**config.mk**
```make
export PLATFORM = sky130hd
export DESIGN_NAME = dwa_shaper
export DESIGN_NICKNAME = d
export VERILOG_FILES = /design/src/rtl/dac_pkg.sv /design/src/rtl/dwa_therm.sv /design/src/rtl/dwa_shaper.sv
export SDC_FILE = /design/constraint.sdc
export NUM_CORES = 1
export LEC_CHECK = 0
export BUFFER_PORTS_ARGS = -buffer_cell sky130_fd_sc_hd__buf_2
export CAP_MARGIN = 40
export CORE_MARGIN = 2
export CORE_UTILIZATION = 30
export DETAILED_ROUTE_END_ITERATION = 6
export GPL_TIMING_DRIVEN = 0
export SYNTH_ARGS = -nofsm -noshare
export SYNTH_HDL_FRONTEND = slang
export SYNTH_SLANG_ARGS = --single-unit
```
**constraint.sdc**
```tcl
create_clock -name clock -period 2.8 [get_ports clock]
set_input_delay 0.14 -clock clock [delete_from_list [all_inputs] [get_ports clock]]
set_output_delay 0.14 -clock clock [all_outputs]
set_load 0.1 [all_outputs]
```
**src/rtl/dac_pkg.sv**
```systemverilog
// Shared constants and types for the unit-element DAC driver path.
package dac_pkg;

    localparam int NELEM  = 32;
    localparam int CODE_W = 5;
    localparam int PTR_W  = 5;
    localparam logic [CODE_W-1:0] CODE_OFFSET = 5'd16;

    typedef logic [NELEM-1:0] sel_mask_t;

endpackage

```
**src/rtl/dwa_therm.sv**
```systemverilog
// Combinational 5-bit level count to 32-bit thermometer mask (bits 0..count-1 set).
module dwa_therm
    import dac_pkg::*;
(
    input  logic [PTR_W-1:0] count,
    output sel_mask_t        mask
);

    localparam sel_mask_t ALL_ONES = 32'hFFFF_FFFF;

    assign mask = ~(ALL_ONES << count);

endmodule

```
**src/rtl/dwa_shaper.sv**
```systemverilog
// Data-weighted-averaging mismatch shaper for a 32-element unit DAC.
// Optional macro DWA_BYPASS_EN adds a Bypass input selecting static thermometer mode.
module dwa_shaper
    import dac_pkg::*;
#(
    parameter logic [PTR_W-1:0] PTR_INIT = 5'd0
) (
    input  logic              clock,
    input  logic              rst,
`ifdef DWA_BYPASS_EN
    input  logic              Bypass,
`endif
    input  logic [CODE_W-1:0] DataIn,
    input  logic              DataValid,
    output sel_mask_t         SelOut,
    output logic              SelValid,
    output logic [PTR_W-1:0]  PtrOut
);

    logic [PTR_W-1:0] count_s;
    sel_mask_t        therm_s;
    sel_mask_t        rot_s;
    sel_mask_t        sel_nxt_s;
    logic [PTR_W-1:0] ptr_nxt_s;
    logic             valid_nxt_s;

    sel_mask_t        sel_r;
    logic [PTR_W-1:0] ptr_r;
    logic             valid_r;

    // Offset-binary view of the signed code: -16..+15 maps onto 0..31 with natural wrap.
    assign count_s = DataIn + CODE_OFFSET;

    dwa_therm u_therm (
        .count (count_s),
        .mask  (therm_s)
    );

    assign rot_s = (therm_s << ptr_r) | (therm_s >> (6'd32 - {1'b0, ptr_r}));

    // Next select mask, pointer and valid flag for the coming edge.
    always_comb begin
        sel_nxt_s   = sel_r;
        ptr_nxt_s   = ptr_r;
        valid_nxt_s = 1'b0;
        if (DataValid) begin
            valid_nxt_s = 1'b1;
`ifdef DWA_BYPASS_EN
            if (Bypass) begin
                sel_nxt_s = therm_s;
                ptr_nxt_s = ptr_r;
            end else begin
                sel_nxt_s = rot_s;
                ptr_nxt_s = ptr_r + count_s;
            end
`else
            sel_nxt_s = rot_s;
            ptr_nxt_s = ptr_r + count_s;
`endif
        end else begin
            sel_nxt_s   = sel_r;
            ptr_nxt_s   = ptr_r;
            valid_nxt_s = 1'b0;
        end
    end

    // Output and pointer registers; reset discards any sample on the same edge.
    always_ff @(posedge clock) begin
        if (rst) begin
            sel_r   <= 32'h0000_0000;
            ptr_r   <= PTR_INIT;
            valid_r <= 1'b0;
        end else begin
            sel_r   <= sel_nxt_s;
            ptr_r   <= ptr_nxt_s;
            valid_r <= valid_nxt_s;
        end
    end

    assign SelOut   = sel_r;
    assign SelValid = valid_r;
    assign PtrOut   = ptr_r;

endmodule
```
== Yosys cells after proc, flatten, opt, wreduce, memory -nomap -nowiden ==
Cells that the tools add are included.
Storage, ports and cells
  register bits: 38
  latch bits: 0
  bits in writable memories: 0
  memory bits (read-only): 0
  bits of input ports: 8
  word-level logic and storage cells: 12
  memories kept: 0
Cells by class
  add/sub/neg operators: 3
  multiply operators: 0
  div/mod/pow operators: 0
  order comparisons: 0
  equality and inequality tests: 0
  shift-type cells: 3
  muxes and demuxes: 1
  bitwise logic cells: 2
  reductions and logical operators: 0
Operators by type and width (number)
  32-bit NOT: 1
  32-bit OR: 1
  32-bit by 5-bit left shift with 32-bit output: 1
  32-bit by 5-bit left shift with 32-bit output (first input constant): 1
  32-bit by 6-bit >> shifter with 32-bit output: 1
  6-bit by 5-bit subtractor with 6-bit output (first input constant): 1
  5-bit adder: 1
  5-bit adder (second input constant): 1
  1-bit 2-to-1 mux: 1

== Longest topological paths before layout ==
  word-level depth: 5
  gate-level depth with buffers: 11

== Cells and area by module ==
Synthesis repeated with hierarchy kept, for this count alone.
Second synthesis, totals
  cells, all modules: 663
  area total of the unflattened synthesis: 5534.1 sq um
By module, submodules not included
  dwa_shaper: times used 1, cells each 604, area an instance 5230.0 sq um
  dwa_therm: times used 1, cells each 59, area an instance 304.0 sq um

== Worst setup path after synthesis ==
No wires, ideal clock.
  path type: flip-flop to flip-flop
  start: register ptr_r[1], in the netlist PtrOut[1]
  end: register sel_r[0], in the netlist SelOut[0]
  library setup time: 134 ps
  arrival: 3412 ps
  data required time: 2666 ps
  path slack: -745 ps
  stages on the path, launching flop included: 11
  path buffers: 2
  clock period less this slack: 3545 ps
  cell sequence: dfxtp_1 -> buf_2 -> inv_1 -> clkbuf_1 -> ha_1 -> nor2b_1 -> o21ai_1 -> maj3_1 -> maj3_1 -> a211oi_1 -> a211oi_1
Between the ends
  word-level cells in the longest chain between the ends: 3
  elaborated cells on any way between the ends: 4
Ends and longest elaborated chain
  from (decl): line dwa_shaper.sv:28  | logic [PTR_W-1:0] ptr_r;
  from (signal assigned): line dwa_shaper.sv:75  | ptr_r <= ptr_nxt_s;
  6-bit by 5-bit subtractor with 6-bit output: line dwa_shaper.sv:39  | assign rot_s = (therm_s << ptr_r) | (therm_s >> (6'd32 - {1'b0, ptr_r}));
  32-bit by 6-bit >> shifter with 32-bit output: line dwa_shaper.sv:39
  32-bit OR *: line dwa_shaper.sv:39
  to (signal assigned): line dwa_shaper.sv:74  | sel_r <= sel_nxt_s;
  to (decl): line dwa_shaper.sv:27  | sel_mask_t sel_r;
Every way passes the cells marked *; elsewhere a longest branch is shown, timed or not.
A chain may end at the register's enable or synchronous reset.

== Worst setup path in the final report ==
  start: register ptr_r[3], in the netlist PtrOut[3]
  end: register sel_r[21], in the netlist SelOut[21]
Same word-level chain as after synthesis.

==> metrics <==
Worst slew margin=0.372; clk slew on worst S/H paths=around 60 ps; CTS Hold Bufs=0; IO Count=46; clock buffer depth=2; Die Height=124 µm; # rows=44; Post-DRT Antenna Nets=0; Clock Latency Late Sink=a little under 300 ps; Post-synth EDFFs=0; via count=about 6,000; Area after DPL=just under 5000 µm²; layout cell share with drive strength beyond 1=0.192; Mapped Area=4360 µm²; vias in the first global route=5,523; CTS Root Cell=clkbuf_16; internal power=between 1.5 and 2 mW; Critical R2R Launch=PtrOut[3]$_SDFFE_PP0P_; ys flop type=dfxtp_1; drt wl/cell=25.3 µm; total CTS buffers=5; Crit Path Class=flip-flop to flip-flop; Setup crit start=PtrOut[3]$_SDFFE_PP0P_; worst ir drop on vdd=0.272 mV; Register-to-Register Path Depth=6; DR iter-0 viols=approximately 1,000; TNS Setup=0 ps; Hold WC Path Type=input pin to flip-flop; # nets final=a little over 700; layout overhead on the synthesized area=21.5%; Setup Skew=7.72 ps; Placeable Area=14,400 µm²; DP HPWL=17,200 µm; ranking of synthesized cells by area=dfxtp_1 (17%), nor2_1 (6.9%), o21ai_0 (6.8%), a21oi_1 (5.6%), nand2_1 (4.1%); worst slew pin tran=918 ps; Flop pwr share=0.186; final period utilization=0.991; H-tree Lvls=2; drt drc=0; Switching Fraction=0.527; routability cong.=1.05; clock sink count=38; worst reg2reg setup slack=30 ps; initial antenna violation count=0; Finished Core Util=0.368; Congestion Overflow GR=0; YS warnings=0; routed wire length=22,400 µm; Logic pwr share=0.598; Netlist cell types=76; drt first pass iters=7; top cell type by total area after synthesis=dfxtp_1; first-pass GRT wire length=33,700 µm; Mean Syn Cell Area=6.76 µm²; Final Hold Viols=0; Synth Register Bits=38; clock share of power=0.216; die area=15,500 µm²; Critical Path End=SelOut[21]$_SDFFE_PP0P_; final setup fails=0; LEAKAGE=1.96 nW; post-synthesis sequential area ratio=0.175; Die Wd=~120 µm; Hold Slack=around 190 ps; Reg2Reg Capture Point=SelOut[21]$_SDFFE_PP0P_; largest net degree at the start of global routing=14; Synth top area share=0.175; Net Switching=1.86 mW; Syn Inst Count=between 600 and 700; Critical Path Fanout Max=10; # Max-Cap Violations=0; Pwr Total=between 3 and 4 mW; CTS tree=yes; crit path DAT=2920 ps; run status=finished, final reports clean; input/output buffers=45; crit start category=flip-flop; finished layout cell area=5290 µm²; crit end category=flip-flop; Initial Util=0.303; minimum clock period=2770 ps; max-slew violations=0; asr flop ratio synth=0; PD cells=668 nW/µm²; post-synth net total=approximately 660; Peak Freq=360 MHz; vias per cell=roughly 6.6; antenna cells=0; total track usage=0.279; Crit path required time=a little under 3000 ps
-- routing by layer --
| layer | track usage | up-vias | wire, µm |
|---|---|---|---|
| li1 | - | 2582 | - |
| met1 | 0.371 | 2752 | 9140 |
| met3 | 0.0640 | 99 | 2330 |
| met2 | 0.421 | 418 | 9680 |
| met5 | 0 | - | 0 |
| met4 | 0.142 | 0 | 1290 |
-- kinds of logic (layout without fill, tap and decap cells) --
logic type / Yosys count / count (layout) / share of synthesized area
compound gates: 284 / 284 / 0.447
simple gates: 222 / 222 / 0.242
mux: 5 / 5 / 0.0121
xor+xnor: 7 / 7 / 0.0192
flops: 38 / 38 / 0.175
buf+inv: 78 / 138 / 0.0767
fa+ha+maj: 10 / 10 / 0.0282
-- synthesized netlist by cell type (11+ instances only) --
master    count
o211ai_1     23
nor2_1       80
dfxtp_1      38
a21oi_1      49
clkbuf_1     40
nand3_1      20
buf_2        17
o21ai_0      59
nor2b_1      12
o21a_1       11
nor3_1       16
nand2_1      47
a211oi_1     11
inv_1        12
a31oi_1      21
-- worst min path at each step --
stage                                   end  cells after the start               startpoint
CTS                     SelValid$_SDFF_PP0_                      2                      rst
detailed placement  SelOut[11]$_SDFFE_PP0P_                      1  SelOut[11]$_SDFFE_PP0P_
global placement    SelOut[11]$_SDFFE_PP0P_                      1  SelOut[11]$_SDFFE_PP0P_
global route            SelValid$_SDFF_PP0_                      2                      rst
finish                  SelValid$_SDFF_PP0_                      2                      rst
floorplan               SelValid$_SDFF_PP0_                      1                      rst
-- final cells by class --
class / count / area, µm²
Clock inverter: 3 / 68.8
Buffer: 64 / 308
Clock buffer: 5 / 125
Fill cell: 1546 / 9080
Multi-Input combinational cell: 528 / 3450
Timing Repair Buffer: 53 / 293
Tap cell: 184 / 230
Inverter: 13 / 48.8
Sequential cell: 38 / 769
-- cell usage in the layout, fill, tap and decap left out, types with 9 or more instances in the layout --
cell | netlist | layout
nor2_1 | 80 | 77
buf_2 | 17 | 60
o21ai_0 | 59 | 50
a21oi_1 | 49 | 47
nand2_1 | 47 | 47
clkbuf_1 | 40 | 37
dfxtp_1 | 38 | 35
o211ai_1 | 23 | 23
a31oi_1 | 21 | 20
nand3_1 | 20 | 19
nor3_1 | 16 | 14
inv_1 | 12 | 11
o21a_1 | 11 | 11
buf_4 | 3 | 10
o21ai_1 | 4 | 10
a211oi_1 | 11 | 10
nor2b_1 | 12 | 10
a211o_1 | 9 | 9
-- critical path: stages (launching register included) --
cell,delay (ps)
dfxtp_2,420
clkinv_1,350
xnor2_2,640
buf_2,380
a31oi_2,190
a221oi_1,490
a211oi_1,140
-- repair_timing --
action,4_1_cts,5_1_grt
pin swaps,6,5
cloned,0,1
endpoints found under the setup margin,31,22
buffers inserted,1,4
resized for setup,23,28
-- sequential cells by signal, indices dropped and copies added (netlist names) --
signal,count
PtrOut,5
SelOut,32
SelValid,1
-- power by group through the flow --
| stage | combinational, mW | clock [mW] | sequential [mW] |
|---|---|---|---|
| finish | 2.11 | 0.765 | 0.657 |
| global placement | 1.95 | 0 | 0.663 |
| CTS | 1.97 | 0.770 | 0.654 |
| detailed placement | 1.92 | 0 | 0.665 |
| global route | 2.20 | 0.788 | 0.667 |
| floorplan | 0.924 | 0 | 1.16 |
-- stage by stage --
stage / instances / worst slack, ps
finish: 888 / 25.8
global route: 888 / -1.91
CTS: 884 / 2.84
detailed placement: 875 / -744
global placement: 873 / -829
floorplan: 644 / -54.1
Note: power is estimated with default switching activity, not from simulation.
